File: src/rtl/data_sync_hs.sv
// Multi-bit CDC synchronizer: BUS_EN is synchronized, the bus is captured once it reads
// stable for two consecutive cycles, and a four-phase ACK handshake is returned to the source.
module data_sync_hs #(
    parameter int NUM_STAGES = 2,
    parameter int BUS_WIDTH  = 8
) (
    input  logic                 CLK,
    input  logic                 RST,
    input  logic [BUS_WIDTH-1:0] UNSYNC_BUS,
    input  logic                 BUS_EN,
    output logic [BUS_WIDTH-1:0] SYNC_BUS,
    output logic                 ENABLE_PULSE,
    output logic                 ACK,
    output logic                 STABLE_ERR,
    output logic [7:0]           CAPTURE_CNT
);

    typedef enum logic [1:0] {IDLE, WAIT, HOLD} state_t;

    state_t                 state, state_nxt;
    logic [NUM_STAGES-1:0]  sync_p;
    logic                   en_s;
    logic [BUS_WIDTH-1:0]   shadow, shadow_nxt;
    logic [BUS_WIDTH-1:0]   sync_bus_nxt;
    logic                   pulse_nxt;
    logic                   ack_nxt;
    logic                   err_nxt;
    logic [7:0]             cnt_nxt;

    // Stage p0..pN: BUS_EN synchronizer chain; nothing else looks at BUS_EN
    always_ff @(posedge CLK or negedge RST) begin
        if (!RST) begin
            sync_p <= '0;
        end else begin
            sync_p <= {sync_p[NUM_STAGES-2:0], BUS_EN};
        end
    end

    assign en_s = sync_p[NUM_STAGES-1];

    // Next-state and next-output decode; every output is registered below
    always_comb begin
        state_nxt    = state;
        shadow_nxt   = shadow;
        sync_bus_nxt = SYNC_BUS;
        pulse_nxt    = 1'b0;
        ack_nxt      = ACK;
        err_nxt      = STABLE_ERR;
        cnt_nxt      = CAPTURE_CNT;

        case (state)
            IDLE: begin
                ack_nxt = 1'b0;
                if (en_s) begin
                    shadow_nxt = UNSYNC_BUS;
                    state_nxt  = WAIT;
                end
            end
            WAIT: begin
                if (!en_s) begin
                    state_nxt = IDLE;
                end else if (UNSYNC_BUS == shadow) begin
                    sync_bus_nxt = shadow;
                    pulse_nxt    = 1'b1;
                    ack_nxt      = 1'b1;
                    cnt_nxt      = CAPTURE_CNT + 8'd1;
                    state_nxt    = HOLD;
                end else begin
                    // Bus moved since the last sample: resample and retry next cycle
                    shadow_nxt = UNSYNC_BUS;
                    err_nxt    = 1'b1;
                end
            end
            HOLD: begin
                if (!en_s) begin
                    ack_nxt   = 1'b0;
                    state_nxt = IDLE;
                end else begin
                    ack_nxt = 1'b1;
                end
            end
            default: begin
                ack_nxt   = 1'b0;
                state_nxt = IDLE;
            end
        endcase
    end

    // Output stage: state, shadow and all outputs
    always_ff @(posedge CLK or negedge RST) begin
        if (!RST) begin
            state        <= IDLE;
            shadow       <= '0;
            SYNC_BUS     <= '0;
            ENABLE_PULSE <= 1'b0;
            ACK          <= 1'b0;
            STABLE_ERR   <= 1'b0;
            CAPTURE_CNT  <= 8'd0;
        end else begin
            state        <= state_nxt;
            shadow       <= shadow_nxt;
            SYNC_BUS     <= sync_bus_nxt;
            ENABLE_PULSE <= pulse_nxt;
            ACK          <= ack_nxt;
            STABLE_ERR   <= err_nxt;
            CAPTURE_CNT  <= cnt_nxt;
        end
    end

endmodule

File: config.mk
export PLATFORM = sky130hd
export DESIGN_NAME = data_sync_hs
export DESIGN_NICKNAME = d
export VERILOG_FILES = /design/src/rtl/data_sync_hs.sv
export SDC_FILE = /design/constraint.sdc
export NUM_CORES = 1
export LEC_CHECK = 0
export CAP_MARGIN = 5
export CELL_PAD_IN_SITES_DETAIL_PLACEMENT = 0
export CELL_PAD_IN_SITES_GLOBAL_PLACEMENT = 1
export CORE_AREA = 2 2 67 69
export DETAILED_ROUTE_END_ITERATION = 12
export DIE_AREA = 0 0 69 71
export GPL_ROUTABILITY_DRIVEN = 0
export PLACE_DENSITY = 0.76
export SETUP_SLACK_MARGIN = 0.2
export SLEW_MARGIN = 5
export SYNTH_ARGS = -nofsm -noshare
export SYNTH_HDL_FRONTEND = slang
export SYNTH_SLANG_ARGS = --single-unit
File: constraint.sdc
create_clock -name CLK -period 2 [get_ports CLK]
set_input_delay 0.4 -clock CLK [delete_from_list [all_inputs] [get_ports CLK]]
set_output_delay 0.4 -clock CLK [all_outputs]
set_load 0.01 [all_outputs]
==> impl_metrics.tcl, run 1 <==
set metrics [dict create \
    outcome "finished, final reports clean" \
    synth_edf_count 0 \
    grt_pass1_wl_um 6060 \
    hold_path_depth 0 \
    critPathTopFamily "simple AND/OR/NAND/NOR gates" \
    critPathSlowestCell "dfrtp_1" \
    clk_latency_ns 0.28 \
    slowest_delay_ns 0.41 \
    setup_viol 0 \
    arrival_ns 1.88 \
    min-delay-start "sync_p[0]$_DFF_PN0_" \
    coreArea_mm2 0.00420 \
    final.setup.worst_slack_ns 0.284 \
    muxShareOfSynthArea 0.0697 \
    synth_top_family_by_area "simple AND/OR/NAND/NOR gates" \
    die_x_um 69 \
    htreeDepth 2 \
    hold_violations 0 \
    syn_avg_cell_area_um2 11.2 \
    synthXorXnorAreaFrac 0.0823 \
    clkPwrFrac 0.228 \
    ant_nets 0 \
    wirelength_um 3710 \
    final_layout_size_suffix_gt1_frac 0.253 \
    internal_power_mw 1.38 \
    vias 1286 \
    fin_crit_ns 1.72 \
    maxCapViolCount 0 \
    clkSlewWorstSetupHoldPaths_ns 0.07 \
    yosysTopAreaCellShare 0.486 \
    layout-area-overhead-vs-synth_pct 38.4 \
    seq_area_frac_synth 0.486 \
    ios 30 \
    post-place-ws_ns -0.146 \
    cts.sinks 31 \
    hp-class "reg2reg" \
    start_util 0.380 \
    power_mw 2.14 \
    synthArstFlopShare 1.00 \
    grt_util_all_layers 0.156 \
    post-synth-top-count-cell "dfrtp_1" \
    yosysTopAreaCell "dfrtp_1" \
    grt_pass1_vias 1316 \
    synth_fa_ha_area_frac 0.0392 \
    ff2ff_path_depth 5 \
    pwr-share-seq 0.407 \
    synth_nets 159 \
    path_buf_inv 1 \
    hold_buffers 0 \
    netlist_area_mm2 0.00160 \
    routed_via_density 5.40 \
    fmax_ghz 0.583 \
    insertedDiodeCount 0 \
    period_share 0.858 \
    power_density_mw_per_mm2 967 \
    tightest_slew_ns 0.394 \
    p_comb_frac 0.365 \
    finish.utilization 0.526 \
    rrSetupSlack_ns 0.28 \
    swShare 0.355 \
    synthCells 143 \
    worstPathCellList "xnor2_1 > nand4_1 > nor3_4 > buf_4 > mux2_2" \
    power.leakage_nw 1.03 \
    power.net_switching_uw 758 \
    end_kind "flip-flop" \
    slew_headroom 0.737 \
    maxSlewViolCount 0 \
    grt_overflow_total 0 \
    worst-setup-path-type "reg2reg" \
    core.rowCount 24 \
    regToRegEndpoint "SYNC_BUS[2]$_DFFE_PN0P_" \
    required_ns 2.17 \
    layout.nets 202 \
    skew_ns 0.00972 \
    r2r-start "shadow[7]$_DFFE_PN0P_" \
    synth.top_cells.by_count "dfrtp_1, nand2_1, o211ai_1, xnor2_1, o2111ai_1" \
    yosys.area_share.simple 0.161 \
    fin_setup_tns_ns 0 \
    vdd_drop_max_uv 495 \
    avgRoutedWirePerCell_um 15.6 \
    hpwl_um 2580 \
    die-area_mm2 0.00490 \
    cts_tree "done" \
    post_synth_main_area_contributors "dfrtp_1, mux2_2, nand2_1" \
    firstDrtPassIters 4 \
    numCtsBuffers 5 \
    ys_ff_latch 31 \
    synth_warnings 0 \
    startpoint_type "flip-flop" \
    cp_max_fo 5 \
    clockBufferDepth 2 \
    rsz0062_at_grt "no" \
    synth_compound_area_frac 0.125 \
    root_buffer "clkbuf_8" \
    grt_start_max_net_pins 32 \
    antenna_found_initial 0 \
    portBuffers 29 \
    yosys.cell_types.count 36 \
    drt-initial-drc-count 14 \
    whs_endpoint "sync_p[1]$_DFF_PN0_" \
    dieHeight_um 71 \
    drc 0 \
    synth_top_flop_cell "dfrtp_1" \
]
logic make-up (layout without fill, tap and decap cells):
logic type                 count (synthesis)  count (layout)
AOI/OAI and AO/OA                         25              25
xor gates and xnor gates                  15              15
adders and majority gates                  5               5
DFF                                       31              31
and+or+nand+nor                           45              45
muxes                                     10              10
buffers and inverters                     12              55
worst max path at each step:
stage | from | end | slack, ns | cells after the start
3_5_place_dp | UNSYNC_BUS[5] | SYNC_BUS[4]$_DFFE_PN0P_ | -0.15 | 6
2_1_floorplan | state[1]$_DFFE_PN0P_ | CAPTURE_CNT[1]$_DFFE_PN0P_ | 0.25 | 7
4_1_cts | state[1]$_DFFE_PN0P_ | SYNC_BUS[4]$_DFFE_PN0P_ | 0.20 | 6
5_1_grt | state[1]$_DFFE_PN0P_ | CAPTURE_CNT[5]$_DFFE_PN0P_ | 0.20 | 7
6_report | shadow[7]$_DFFE_PN0P_ | SYNC_BUS[2]$_DFFE_PN0P_ | 0.28 | 5
3_3_place_gp | UNSYNC_BUS[5] | SYNC_BUS[5]$_DFFE_PN0P_ | -0.09 | 6
area by class of cell:
class	count	area (µm²)
Tap cell	52	65.1
Multi-Input combinational cell	100	840
Clock inverter	1	5.00
Inverter	2	7.51
Clock buffer	6	82.6
Sequential cell	31	776
Fill cell	394	1990
Timing Repair Buffer	46	434
metrics by stage:
stage	hold WS (ns)	std cells	area [µm²]
5_1_grt	0.354	238	2210
3_5_place_dp	0.348	229	2010
2_1_floorplan	0.104	143	1600
4_1_cts	0.352	237	2120
6_report	0.348	238	2210
3_3_place_gp	0.335	229	2010
power groups by stage:
stage	combinational, mW	sequential [mW]	clock, mW
3_5_place_dp	0.714	0.869	0
3_3_place_gp	0.692	0.865	0
6_report	0.781	0.869	0.487
2_1_floorplan	0.478	0.845	0
5_1_grt	0.852	0.883	0.535
4_1_cts	0.730	0.862	0.508
metal layers:
layer  global-route usage  up-vias  routed length [µm]
li1                     -      607                   -
met1                0.182      648                1570
met5                    0        -                   0
met2                0.272       25                1980
met3               0.0541        6                 113
met4               0.0458        0                  48
cell usage in the layout, fill, tap and decap left out, types with 2 or more instances in the layout:
cell             instances
xnor2_2                  4
and4_1                   2
nand3_1                  5
inv_1                    2
xor2_1                   6
o21ai_0                  2
dlygate4sd2_1            4
ha_1                     4
clkdlybuf4s50_1         21
dlymetal6s2s_1           4
buf_4                   14
clkbuf_8                 6
nor4_2                   2
xnor2_1                  5
o2111ai_1                8
nor4_4                   2
mux2_2                   7
nand4_1                  3
dfrtp_1                 31
a31oi_1                  2
nand2_1                 20
o211ai_1                 9
mux2_1                   2
buf_6                    3
flip-flops by register name, indices dropped and copies added, names as in the netlist:
signal / cells
ACK: 1
CAPTURE_CNT: 8
ENABLE_PULSE: 1
STABLE_ERR: 1
SYNC_BUS: 8
shadow: 8
state: 2
sync_p: 2
timing repair:
action                                  in CTS  in global routing
gates cloned                                 0                  0
pin swaps                                    5                  4
resized for setup                            7                 16
endpoints found under the setup margin      11                 18
endpoints found under the hold margin        0                  0
setup buffers                                1                  1
worst reg2reg max path, cell delays in order (launching register included):
cell and delay, ns:
dfrtp_1 0.41, xnor2_1 0.19, nand4_1 0.23, nor3_4 0.26, buf_4 0.18, mux2_2 0.33
Power figures use the tool's default switching activity.
==> run 2, diff against run 1 <==
--- a/config.mk
+++ b/config.mk
@@ -8,11 +8,11 @@
 export CAP_MARGIN = 5
 export CELL_PAD_IN_SITES_DETAIL_PLACEMENT = 0
 export CELL_PAD_IN_SITES_GLOBAL_PLACEMENT = 1
-export CORE_AREA = 2 2 67 69
+export CORE_AREA = 2 2 55 83
 export DETAILED_ROUTE_END_ITERATION = 12
-export DIE_AREA = 0 0 69 71
+export DIE_AREA = 0 0 57 85
 export GPL_ROUTABILITY_DRIVEN = 0
-export PLACE_DENSITY = 0.76
+export PLACE_DENSITY = 0.77
 export SETUP_SLACK_MARGIN = 0.2
 export SLEW_MARGIN = 5
 export SYNTH_ARGS = -nofsm -noshare
==> impl_metrics.tcl, run 2 (synthesized netlist as in run 1, its figures left out) <==
set metrics [dict create \
    fin_crit_ns 1.74 \
    p_comb_frac 0.352 \
    drt-initial-drc-count 28 \
    core.rowCount 29 \
    vdd_drop_max_uv 852 \
    required_ns 2.18 \
    layout.nets 202 \
    hpwl_um 2720 \
    power.leakage_nw 1.04 \
    arrival_ns 1.92 \
    tightest_slew_ns 0.396 \
    slew_headroom 0.736 \
    cts.sinks 31 \
    seq_area_um2 776 \
    die-area_mm2 0.00485 \
    worstPathCellList "xnor2_2 > nand4_1 > nor3_4 > buf_6 > mux2_2" \
    outcome "finished, final reports clean" \
    insertedDiodeCount 0 \
    path_buf_inv 1 \
    wirelength_um 3920 \
    rsz0062_at_grt "yes" \
    internal_power_mw 1.55 \
    power_mw 2.36 \
    slowest_delay_ns 0.43 \
    routed_via_density 5.53 \
    period_share 0.870 \
    post-place-ws_ns -0.164 \
    vias 1288 \
    coreArea_mm2 0.00414 \
    layout-area-overhead-vs-synth_pct 41.5 \
    power_density_mw_per_mm2 1050 \
    reg_top3 "CAPTURE_CNT: 8 flops, SYNC_BUS: 8 flops, shadow: 8 flops" \
    ant_nets 0 \
    grt_overflow_total 0 \
    worst-setup-path-type "reg2reg" \
    power.net_switching_uw 814 \
    clockBufferDepth 2 \
    root_buffer "clkbuf_8" \
    startpoint_type "flip-flop" \
    final.setup.worst_slack_ns 0.260 \
    htreeDepth 2 \
    mostFrequentLayoutCells "dfrtp_1, clkdlybuf4s50_1, nand2_1" \
    setup_viol 0 \
    cts_tree "done" \
    critPathTopFamily "simple AND/OR/NAND/NOR gates" \
    cp_max_fo 5 \
    start_util 0.386 \
    end_kind "flip-flop" \
    antenna_found_initial 0 \
    avgRoutedWirePerCell_um 16.8 \
    grt_start_max_net_pins 32 \
    ios 30 \
    grt_pass1_vias 1335 \
    grt_pass1_wl_um 6440 \
    maxCapViolCount 0 \
    dieHeight_um 85 \
    firstDrtPassIters 4 \
    maxSlewViolCount 0 \
    clkPwrFrac 0.274 \
    hold_violations 0 \
    skew_ns 0.00493 \
    hold_buffers 0 \
    hp-class "reg2reg" \
    grt_util_all_layers 0.175 \
    final_common_cell "dfrtp_1" \
    numCtsBuffers 5 \
    pwr-share-seq 0.374 \
    clk_latency_ns 0.30 \
    multi_input_area_um2 862 \
    final_layout_size_suffix_gt1_frac 0.267 \
    fillers 372 \
    portBuffers 29 \
    swShare 0.344 \
    die_x_um 57 \
    fmax_ghz 0.575 \
    critPathSlowestCell "dfrtp_1" \
    drc 0 \
    clkSlewWorstSetupHoldPaths_ns 0.07 \
]
run 2: changes by cell type in the layout (fill, tap and decap cells not counted), moves of 2 or more:
cell            previous run  this run
buf_4                     14        12
dlygate4sd2_1              4         6
dlymetal6s2s_1             4         2
nor4_1                     0         2
xnor2_1                    5         1
xnor2_2                    4         8
run 2: metal layers:
layer	vias up	GRT usage	share of wire
li1	611	-	-
met1	640	0.192	0.38
met2	28	0.312	0.55
met3	9	0.0427	0.042
met4	0	0.0761	0.023
met5	-	0	0
run 2: worst paths after layout:
check / from / end / slack (ns) / cells past startpoint
setup / recovery: shadow[7]$_DFFE_PN0P_ / CAPTURE_CNT[1]$_DFFE_PN0P_ / 0.26 / 5
hold / removal: sync_p[0]$_DFF_PN0_ / sync_p[1]$_DFF_PN0_ / 0.35 / 0
setup reg to reg: shadow[7]$_DFFE_PN0P_ / CAPTURE_CNT[1]$_DFFE_PN0P_ / 0.26 / 5
hold reg to reg: sync_p[0]$_DFF_PN0_ / sync_p[1]$_DFF_PN0_ / 0.35 / 0
max in group asynchronous: RST / state[0]$_DFFE_PN0P_ / 1.22 / 2
min in group asynchronous: RST / SYNC_BUS[2]$_DFFE_PN0P_ / 0.49 / 2
run 2: repair_timing:
item,CTS,global route
cloned,1,0
gates resized for setup,18,12
setup endpoints to repair,9,19
buffers inserted,2,0
pin swaps,5,3
run 2: power by group through the flow:
stage	clock network (mW)	logic [mW]	registers (mW)
final	0.647	0.832	0.885
after floorplan	0	0.478	0.845
after detailed placement	0	0.718	0.865
after global routing	0.681	0.907	0.898
after global placement	0	0.687	0.857
after CTS	0.658	0.777	0.865
run 2: final cells by class:
| class | instances | share of cell area |
|---|---|---|
| Sequential cell | 31 | 0.343 |
| Clock buffer | 6 | 0.0366 |
| Tap cell | 46 | 0.0255 |
| Multi-Input combinational cell | 100 | 0.382 |
| Clock inverter | 2 | 0.0155 |
| Inverter | 2 | 0.00332 |
| Timing Repair Buffer | 46 | 0.194 |
run 2: per-stage QoR:
step | hold slack (ns) | setup TNS, ns | area, µm² | std cells | util
2_1_floorplan | 0.104 | 0 | 1600 | 143 | -
3_3_place_gp | 0.335 | -0.789 | 2000 | 222 | 0.483
3_5_place_dp | 0.340 | -1.47 | 2000 | 222 | 0.483
4_1_cts | 0.364 | 0 | 2190 | 233 | 0.529
5_1_grt | 0.378 | 0 | 2260 | 233 | 0.546
6_report | 0.352 | 0 | 2260 | 233 | 0.546
==> run 3, diff against run 2 <==
--- a/config.mk
+++ b/config.mk
@@ -5,10 +5,10 @@
 export SDC_FILE = /design/constraint.sdc
 export NUM_CORES = 1
 export LEC_CHECK = 0
-export CAP_MARGIN = 5
 export CELL_PAD_IN_SITES_DETAIL_PLACEMENT = 0
 export CELL_PAD_IN_SITES_GLOBAL_PLACEMENT = 1
 export CORE_AREA = 2 2 55 83
+export CTS_CLUSTER_DIAMETER = 30
 export DETAILED_ROUTE_END_ITERATION = 12
 export DIE_AREA = 0 0 57 85
 export GPL_ROUTABILITY_DRIVEN = 0
==> results of run 3 <==
Same layout as run 2: the final DEF is identical, and so are final timing and power.
